===== src/rtl/merge_pkg.sv =====
// rtl/merge_pkg.sv - split-stage state encoding, frame count and {ch, th, low} field helpers
package merge_pkg;

    typedef enum logic [1:0] {
        ST_RUN  = 2'd0,
        ST_GAP  = 2'd1,
        ST_TAIL = 2'd2
    } split_state_t;

    // Wide enough for any extended triple; callers size-cast the results back down.
    localparam int FIELD_W = 128;

    // Number of sub-frames per super-frame.
    function automatic int frames(input int thw);
        return 1 << thw;
    endfunction

    function automatic logic [FIELD_W-1:0] field_mask(input int n);
        return (FIELD_W'(1) << n) - FIELD_W'(1);
    endfunction

    // Extended triple layout: {ch[sw], th[thw], low[dw-sw]}.
    function automatic logic [FIELD_W-1:0] ext_low(input logic [FIELD_W-1:0] d, input int dw, input int sw);
        return d & field_mask(dw - sw);
    endfunction

    function automatic logic [FIELD_W-1:0] ext_th(input logic [FIELD_W-1:0] d, input int dw, input int sw,
                                                   input int thw);
        return (d >> (dw - sw)) & field_mask(thw);
    endfunction

    function automatic logic [FIELD_W-1:0] ext_ch(input logic [FIELD_W-1:0] d, input int dw, input int sw,
                                                   input int thw);
        return (d >> (dw - sw + thw)) & field_mask(sw);
    endfunction

endpackage


===== src/rtl/merge_split_hold.sv =====
// rtl/merge_split_hold.sv - one-entry hold register for the split stage; load wins over clear
module merge_split_hold #(
    parameter int DW  = 32,
    parameter int THW = 6
) (
    input  logic           clk,
    input  logic           reset,
    input  logic           load,
    input  logic           clear,
    input  logic [DW-1:0]  d_data,
    input  logic [THW-1:0] d_th,
    input  logic           d_last,
    input  logic           d_empty,
    output logic [DW-1:0]  q_data,
    output logic [THW-1:0] q_th,
    output logic           q_last,
    output logic           q_empty,
    output logic           q_vld
);

    // Capture a beat on load; clear only drops the valid flag.
    always_ff @(posedge clk or negedge reset) begin
        if (!reset) begin
            q_data  <= '0;
            q_th    <= '0;
            q_last  <= 1'b0;
            q_empty <= 1'b0;
            q_vld   <= 1'b0;
        end else if (load) begin
            q_data  <= d_data;
            q_th    <= d_th;
            q_last  <= d_last;
            q_empty <= d_empty;
            q_vld   <= 1'b1;
        end else if (clear) begin
            q_vld   <= 1'b0;
        end
    end

endmodule


===== src/rtl/merge_split.sv =====
// rtl/merge_split.sv - re-emits a merged super-frame as 2^THW sub-frames; MERGE_SPLIT_ORDER_CHK_EN adds the th order checker
module merge_split
    import merge_pkg::*;
#(
    parameter int DW  = 32,
    parameter int SW  = 8,
    parameter int THW = 6
) (
    input  logic              clk,
    input  logic              reset,
    output logic              i_ready,
    input  logic              i_valid,
    input  logic              i_last,
    input  logic              i_empty,
    input  logic [DW+THW-1:0] i_data,
    input  logic              o_ready,
    output logic              o_valid,
    output logic              o_last,
    output logic              o_empty,
    output logic [DW-1:0]     o_data,
    output logic [THW-1:0]    o_th,
    output logic              o_err
);

    localparam int             LW     = DW - SW;
    localparam logic [THW-1:0] TH_MAX = THW'(frames(THW) - 1);

    split_state_t   state;
    logic [THW-1:0] cur;
    logic [THW-1:0] cur_inc;

    logic [DW-1:0]  in_dl;
    logic [THW-1:0] in_th_raw;
    logic [THW-1:0] in_th;
    logic [THW:0]   th_next;
    logic           gap_ahead;
    logic           in_fire;
    logic           out_fire;
    logic           hold_load;
    logic           hold_clear;

    logic [DW-1:0]  hold_data;
    logic [THW-1:0] hold_th;
    logic           hold_last;
    logic           hold_empty;
    logic           hold_vld;

    assign in_dl     = {SW'(ext_ch(FIELD_W'(i_data), DW, SW, THW)), LW'(ext_low(FIELD_W'(i_data), DW, SW))};
    assign in_th_raw = THW'(ext_th(FIELD_W'(i_data), DW, SW, THW));

`ifdef MERGE_SPLIT_ORDER_CHK_EN
    logic order_bad;
    logic err_q;

    // A backwards th on a follow-on beat is folded into the current sub-frame.
    assign order_bad = hold_vld && !hold_last && (in_th_raw < hold_th);
    assign in_th     = order_bad ? hold_th : in_th_raw;

    // Sticky until reset.
    always_ff @(posedge clk or negedge reset) begin
        if (!reset) begin
            err_q <= 1'b0;
        end else if (in_fire && order_bad) begin
            err_q <= 1'b1;
        end
    end

    assign o_err = err_q;
`else
    assign in_th = in_th_raw;
    assign o_err = 1'b0;
`endif

    // One bit wider so th_max+1 does not wrap in the gap test.
    assign th_next   = {1'b0, hold_th} + {{THW{1'b0}}, 1'b1};
    assign gap_ahead = {1'b0, in_th} > th_next;
    assign cur_inc   = cur + THW'(1);

    assign in_fire    = i_valid && i_ready;
    assign out_fire   = o_valid && o_ready;
    // An empty super-frame marker carries no triple, so it never occupies the hold.
    assign hold_load  = in_fire && (hold_vld || !(i_empty && i_last));
    assign hold_clear = (state == ST_RUN) && hold_vld && hold_last && out_fire;

    merge_split_hold #(
        .DW  (DW),
        .THW (THW)
    ) u_hold (
        .clk     (clk),
        .reset   (reset),
        .load    (hold_load),
        .clear   (hold_clear),
        .d_data  (in_dl),
        .d_th    (in_th),
        .d_last  (i_last),
        .d_empty (i_empty),
        .q_data  (hold_data),
        .q_th    (hold_th),
        .q_last  (hold_last),
        .q_empty (hold_empty),
        .q_vld   (hold_vld)
    );

    // Output decode: a held triple waits for its successor so o_last can be known.
    always_comb begin
        i_ready = 1'b0;
        o_valid = 1'b0;
        o_last  = 1'b0;
        o_empty = 1'b0;
        o_data  = '0;
        o_th    = cur;
        case (state)
            ST_RUN: begin
                if (!hold_vld) begin
                    i_ready = 1'b1;
                end else if (!hold_last) begin
                    o_valid = i_valid;
                    o_last  = (in_th != hold_th);
                    o_empty = hold_empty;
                    o_data  = hold_empty ? '0 : hold_data;
                    o_th    = hold_th;
                    i_ready = o_ready;
                end else begin
                    o_valid = 1'b1;
                    o_last  = 1'b1;
                    o_empty = hold_empty;
                    o_data  = hold_empty ? '0 : hold_data;
                    o_th    = hold_th;
                end
            end
            ST_GAP, ST_TAIL: begin
                o_valid = 1'b1;
                o_empty = 1'b1;
                o_last  = 1'b1;
            end
            default: ;
        endcase
    end

    // Sub-frame sequencer: tracks the next expected th and inserts placeholders.
    always_ff @(posedge clk or negedge reset) begin
        if (!reset) begin
            state <= ST_RUN;
            cur   <= '0;
        end else begin
            case (state)
                ST_RUN: begin
                    if (!hold_vld) begin
                        if (in_fire) begin
                            if (i_empty && i_last) begin
                                state <= ST_TAIL;
                                cur   <= '0;
                            end else if (in_th != cur) begin
                                state <= ST_GAP;
                            end
                        end
                    end else if (!hold_last) begin
                        if (out_fire) begin
                            if (gap_ahead) begin
                                state <= ST_GAP;
                                cur   <= th_next[THW-1:0];
                            end else begin
                                cur   <= in_th;
                            end
                        end
                    end else if (out_fire) begin
                        if (hold_th == TH_MAX) begin
                            cur   <= '0;
                        end else begin
                            state <= ST_TAIL;
                            cur   <= th_next[THW-1:0];
                        end
                    end
                end
                ST_GAP: begin
                    if (out_fire) begin
                        cur <= cur_inc;
                        if (cur_inc == hold_th) begin
                            state <= ST_RUN;
                        end
                    end
                end
                ST_TAIL: begin
                    if (out_fire) begin
                        cur <= cur_inc;
                        if (cur == TH_MAX) begin
                            state <= ST_RUN;
                        end
                    end
                end
                default: begin
                    state <= ST_RUN;
                    cur   <= '0;
                end
            endcase
        end
    end

endmodule


===== config.mk =====
export PLATFORM = sky130hd
export DESIGN_NAME = merge_split
export DESIGN_NICKNAME = d
export VERILOG_FILES = /design/src/rtl/merge_pkg.sv /design/src/rtl/merge_split_hold.sv /design/src/rtl/merge_split.sv
export SDC_FILE = /design/constraint.sdc
export NUM_CORES = 1
export LEC_CHECK = 0
export CORE_MARGIN = 5
export CORE_UTILIZATION = 48
export DETAILED_ROUTE_END_ITERATION = 10
export GPL_TIMING_DRIVEN = 0
export HOLD_SLACK_MARGIN = 0.06
export PLACE_DENSITY = 0.8
export SKIP_CTS_REPAIR_TIMING = 1
export SYNTH_ARGS = -nofsm -noshare
export SYNTH_HDL_FRONTEND = slang
export SYNTH_SLANG_ARGS = --single-unit

===== constraint.sdc =====
create_clock -name clk -period 3.3 [get_ports clk]
set_clock_uncertainty 0.15 [all_clocks]
set_input_delay 0.33 -clock clk [delete_from_list [all_inputs] [get_ports clk]]
set_output_delay 0.33 -clock clk [all_outputs]
set_load 0.05 [all_outputs]

Yosys cells after proc, flatten, opt, wreduce, memory -nomap -nowiden
Cells that the tools add are included.
W data, S select, Z words.

word-level totals
  bits in registers = 49
  output and inout port bits = 43
  word-level logic and storage cells = 84

operators by class
  $add $sub $neg = 2
  magnitude comparators = 1
  equal/unequal tests = 18
  multiplexer cells = 42
  reductions and logical operators = 14

operators by type and width
  cell                   count
  $mux W32               3
  $mux W6                11
  $mux W2                13
  $eq A6 B6 Y1 const B   2
  $ne A6 B6 Y1           2
  $pmux W6 S2            1
  $mux W1                10
  $reduce_and A9 Y1      1
  $ne A2 B2 Y1 const B   4
  $add A6 B1 Y7 const B  1
  $gt A6 B7 Y1           1
  $logic_and A1 B1 Y1    7
  $add A6 B1 Y6 const B  1
  $eq A6 B6 Y1           1
  $ne A3 B2 Y1 const B   2
  $pmux W1 S2            3
  $pmux W2 S3            1
  $ne A4 B2 Y1 const B   1
  $ne A4 B3 Y1 const B   1
  $ne A4 B4 Y1 const B   1
  $reduce_and A4 Y1      1
  $ne A3 B3 Y1 const B   1
  $eq A2 B1 Y1 const B   1
  $eq A2 B2 Y1 const B   1
  other kinds (6)        6

Depth between registers and ports, before layout
  word-level depth = 8
  mapped depth = 12

Cells and area by module
Synthesis repeated with hierarchy kept, for this count alone.

unflattened totals
  cells, all modules = 298
  area total of the unflattened synthesis = 3323.2 um^2

modules (own cells, without submodules)
  module            times used  cells each  area an instance (um^2)  sequential area each (um^2)
  merge_split_hold  1           88          1725.4                   1026.0
  merge_split       1           210         1597.8                   200.2

Worst setup path after synthesis
Ideal clock, no wire load.

  path kind = register -> register
  start = register state[0]
  end = register u_hold.q_last
  library setup time = 128 ps
  arrival time = 2712 ps
  data required time = 3022 ps
  slack = 310 ps
  cell stages (with the launch flop) = 8
  path buffers = 2
  clock period less this slack = 2990 ps
  cells stage by stage = dfrtp_1 inv_1 ha_1 clkbuf_1 a21boi_1 nand3_1 clkbuf_1 mux2_1

between the ends
  cells in the longest elaborated chain, start to end = 4

RTL lines
  what                    RTL line                source
  from (decl)             merge_split.sv:28       split_state_t state;
  from (signal assigned)  merge_split.sv:143      state <= ST_RUN;
  from (signal assigned)  merge_split.sv:151      state <= ST_TAIL;
  from (signal assigned)  merge_split.sv:154      state <= ST_GAP;
  $logic_not A2 Y1        merge_split.sv:112      case (state)
  $mux W1                 merge_split.sv:112
  via i_ready             merge_split.sv:11       output logic i_ready,
  $logic_and A1 B1 Y1     merge_split.sv:79       assign in_fire = i_valid && i_ready;
  $logic_and A1 B1 Y1     merge_split.sv:82       assign hold_load = in_fire && (hold_vld || !(i_empty && i_last));
  to (signal assigned)    merge_split_hold.sv:32  q_last <= d_last;
  to (decl)               merge_split_hold.sv:16  output logic q_last,

The timed path passes the listed nets, and every way through them passes these cells.
A chain may end at the register's enable or synchronous reset.

Final worst setup path
  start = register state[0]
  end = output port o_th[2]

between the ends
  cells in the longest elaborated chain, start to end = 2

RTL lines
  what              RTL line            source
  $logic_not A2 Y1  merge_split.sv:112
  $mux W6           merge_split.sv:112
  to (decl)         merge_split.sv:21   output logic [THW-1:0] o_th,

No other way between the ends.

==> results.toml <==
[run_status]
status = "complete, no violations"

[clock_network]
numCtsBuffers = 5
clock_path_buffers = 2
clkLatencyLatePin_ns = 0.30
cts_tree = "done"
clockRootBuffer = "clkbuf_8"
htree_levels = 2
clk_pin_slew_worst_paths_ns = 0.09
cts_sinks = 49

[logic_synthesis]
syn-num-nets = 349
yosysWarnings = 0
yosys.area.top_type_share_pct = 40.0
synthFlopType = "dfrtp_1"
synth-seq-cells = 49
synth_area_um2 = 3060
yosysUniqueCellTypes = 50
synthCells = 293
ys_seq_area_share_pct = 40.0
synth_most_common_cell = "dfrtp_1"
syn_area_per_cell_um2 = 10.5
synthArstFlopShare_pct = 100
synth_common_cells = "dfrtp_1 (49), mux2_1 (39), and2_1 (33)"
synth_area_leaders = "dfrtp_1 (40%), mux2_1 (14%), and2_1 (6.7%), ha_1 (4.9%), xor2_1 (3.7%)"
synth_edf_count = 0
yosysTopAreaCell = "dfrtp_1"

[floorplanning]
rows = 29
start_util_pct = 48.8
ios = 87
coreArea_um2 = 6280
die_area_um2 = 8080
die_w_um = 89.9
die_h_um = 89.9

[timing]
fin_tns_setup_ns = 0
slew_headroom_pct = 60.2
setup_viol = 0
slew_violations = 0
post-route-period-util_pct = 95.5
rsz0062_at_grt = "false"
finalCriticalPeriod_ns = 3.15
hold_viol = 0
worstMarginPinSlew_ns = 0.598
whs_ns = 0.339
max_freq_ghz = 0.317

[finish]
final_cells = 463
fin_area_um2 = 4010
final_nets = 441
diodes = 0
area_growth_pct = 31.0
regArea_um2 = 1230
multi_input_comb_area_um2 = 1730
drive_gt1_share_pct = 16.3
nFillCells = 540

[power_and_ir_drop]
power.density_nw_per_um2 = 1120
p_leak_nw = 1.82
finalPower_mw = 4.49
irDropWorstVdd_mv = 0.707

[global_routing]
grt_pass1_vias = 2591
grt_max_degree = 27
antenna_found_initial = 0
grt_usage_pct = 18.7
grt_first_pass_wirelength_um = 12500
grt.overflow.total = 0

[route]
first_pass_iters = 4
num_vias = 2485
avgViaCountPerCell = 5.37
wl_met1_um = 3020
ant_nets = 0
wirelength_um = 7350
top_layer = "met4"
wl_met3_um = 773
wl_per_cell_um = 15.9
drc_errors = 0
met2WireLength_um = 3490
initialDrtViolationCount = 107

[setup_path]
crit_fanout = 11
crit_path_end_kind = "output port"
cp.required_ns = 2.82
cp-start-kind = "register"
crit_type = "register to output port"
arrival_ns = 2.67

[worst_hold_path]
hold_path.class = "register to register"

[placed_design]
dp.cells = 456
io_buffers = 85
placed_area_um2 = 4030
place_hpwl_um = 5810
place_congestion = 0.869

[flow_run]
maxCapViolCount = 0
## cells by family after synthesis
family / synth area share, %
xor gates and xnor gates: 7.15
muxes: 17.9
AOI/OAI and AO/OA: 9.85
buffers and inverters: 3.80
DFF: 40.0
and+or+nand+nor: 16.2
other: 0.122
adders and majority gates: 4.90
## layer usage
metal,vias to the layer above,track usage (%)
met1,1189,23.3
met3,6,7.76
met5,-,0
met2,87,30.3
met4,0,3.97
li1,1203,-
## layout by cell type (no fill, tap or decap), drive strengths merged, types with 3 or more instances in the layout
cell and instances:
inv 6, dfrtp 49, nand3 12, a21oi 7
a21o 4, nand2b 4, dlymetal6s2s 3, o21ai 11
nor2 7, xnor2 12, clkbuf 49, buf 9
a221o 3, mux2 47, and2 33, nand2 12
clkdlybuf4s50 51, nor3 3, ha 12, xor2 13
## registers in the layout, summed over array words and instances, names as in the netlist
name	count
u_hold.q_empty	1
u_hold.q_data	32
u_hold.q_last	1
u_hold.q_vld	1
u_hold.q_th	6
state	2
cur	6
## critical path, cell delays in order, from the launching register on
cell	delay (ns)
dfrtp_1	0.42
inv_1	0.09
ha_1	0.36
nand2_1	0.16
clkbuf_2	0.27
mux2_2	0.28
clkdlybuf4s50_1	0.79
## path summary, 6_finish.rpt
path / startpoint / to / slack (ns) / cells past startpoint
worst max register to register: u_hold.q_th[1] / state[0] / 0.25 / 10
max in group asynchronous: reset / u_hold.q_data[23] / 2.04 / 3
worst min register to register: u_hold.q_data[17] / u_hold.q_data[17] / 0.34 / 1
min in group asynchronous: reset / u_hold.q_th[2] / 0.42 / 2
worst min-delay path: u_hold.q_data[17] / u_hold.q_data[17] / 0.34 / 1
worst max-delay path: state[0] / o_th[2] / 0.15 / 6
## power breakdown
part | internal, mW | switching (mW)
registers | 0.902 | 0.183
clock network | 0.247 | 0.199
logic | 1.12 | 1.84
## per-stage QoR
| stage | setup WS [ns] | utilization [%] |
|---|---|---|
| 2_1_floorplan | 0.310 | - |
| 4_1_cts | -0.633 | 66.0 |
| 5_1_grt | 0.0200 | 63.9 |
| 6_report | 0.149 | 63.9 |
| 3_3_place_gp | -0.249 | 63.9 |
| 3_5_place_dp | -0.283 | 64.1 |
## layout make-up
| type | count | share of cell area (%) |
|---|---|---|
| Clock inverter | 1 | 0.748 |
| Buffer | 19 | 2.18 |
| Clock buffer | 7 | 2.15 |
| Sequential cell | 49 | 30.5 |
| Tap cell | 77 | 2.40 |
| Multi-Input combinational cell | 216 | 43.0 |
| Inverter | 7 | 0.655 |
| Timing Repair Buffer | 87 | 18.3 |
Power figures use the tool's default switching activity.
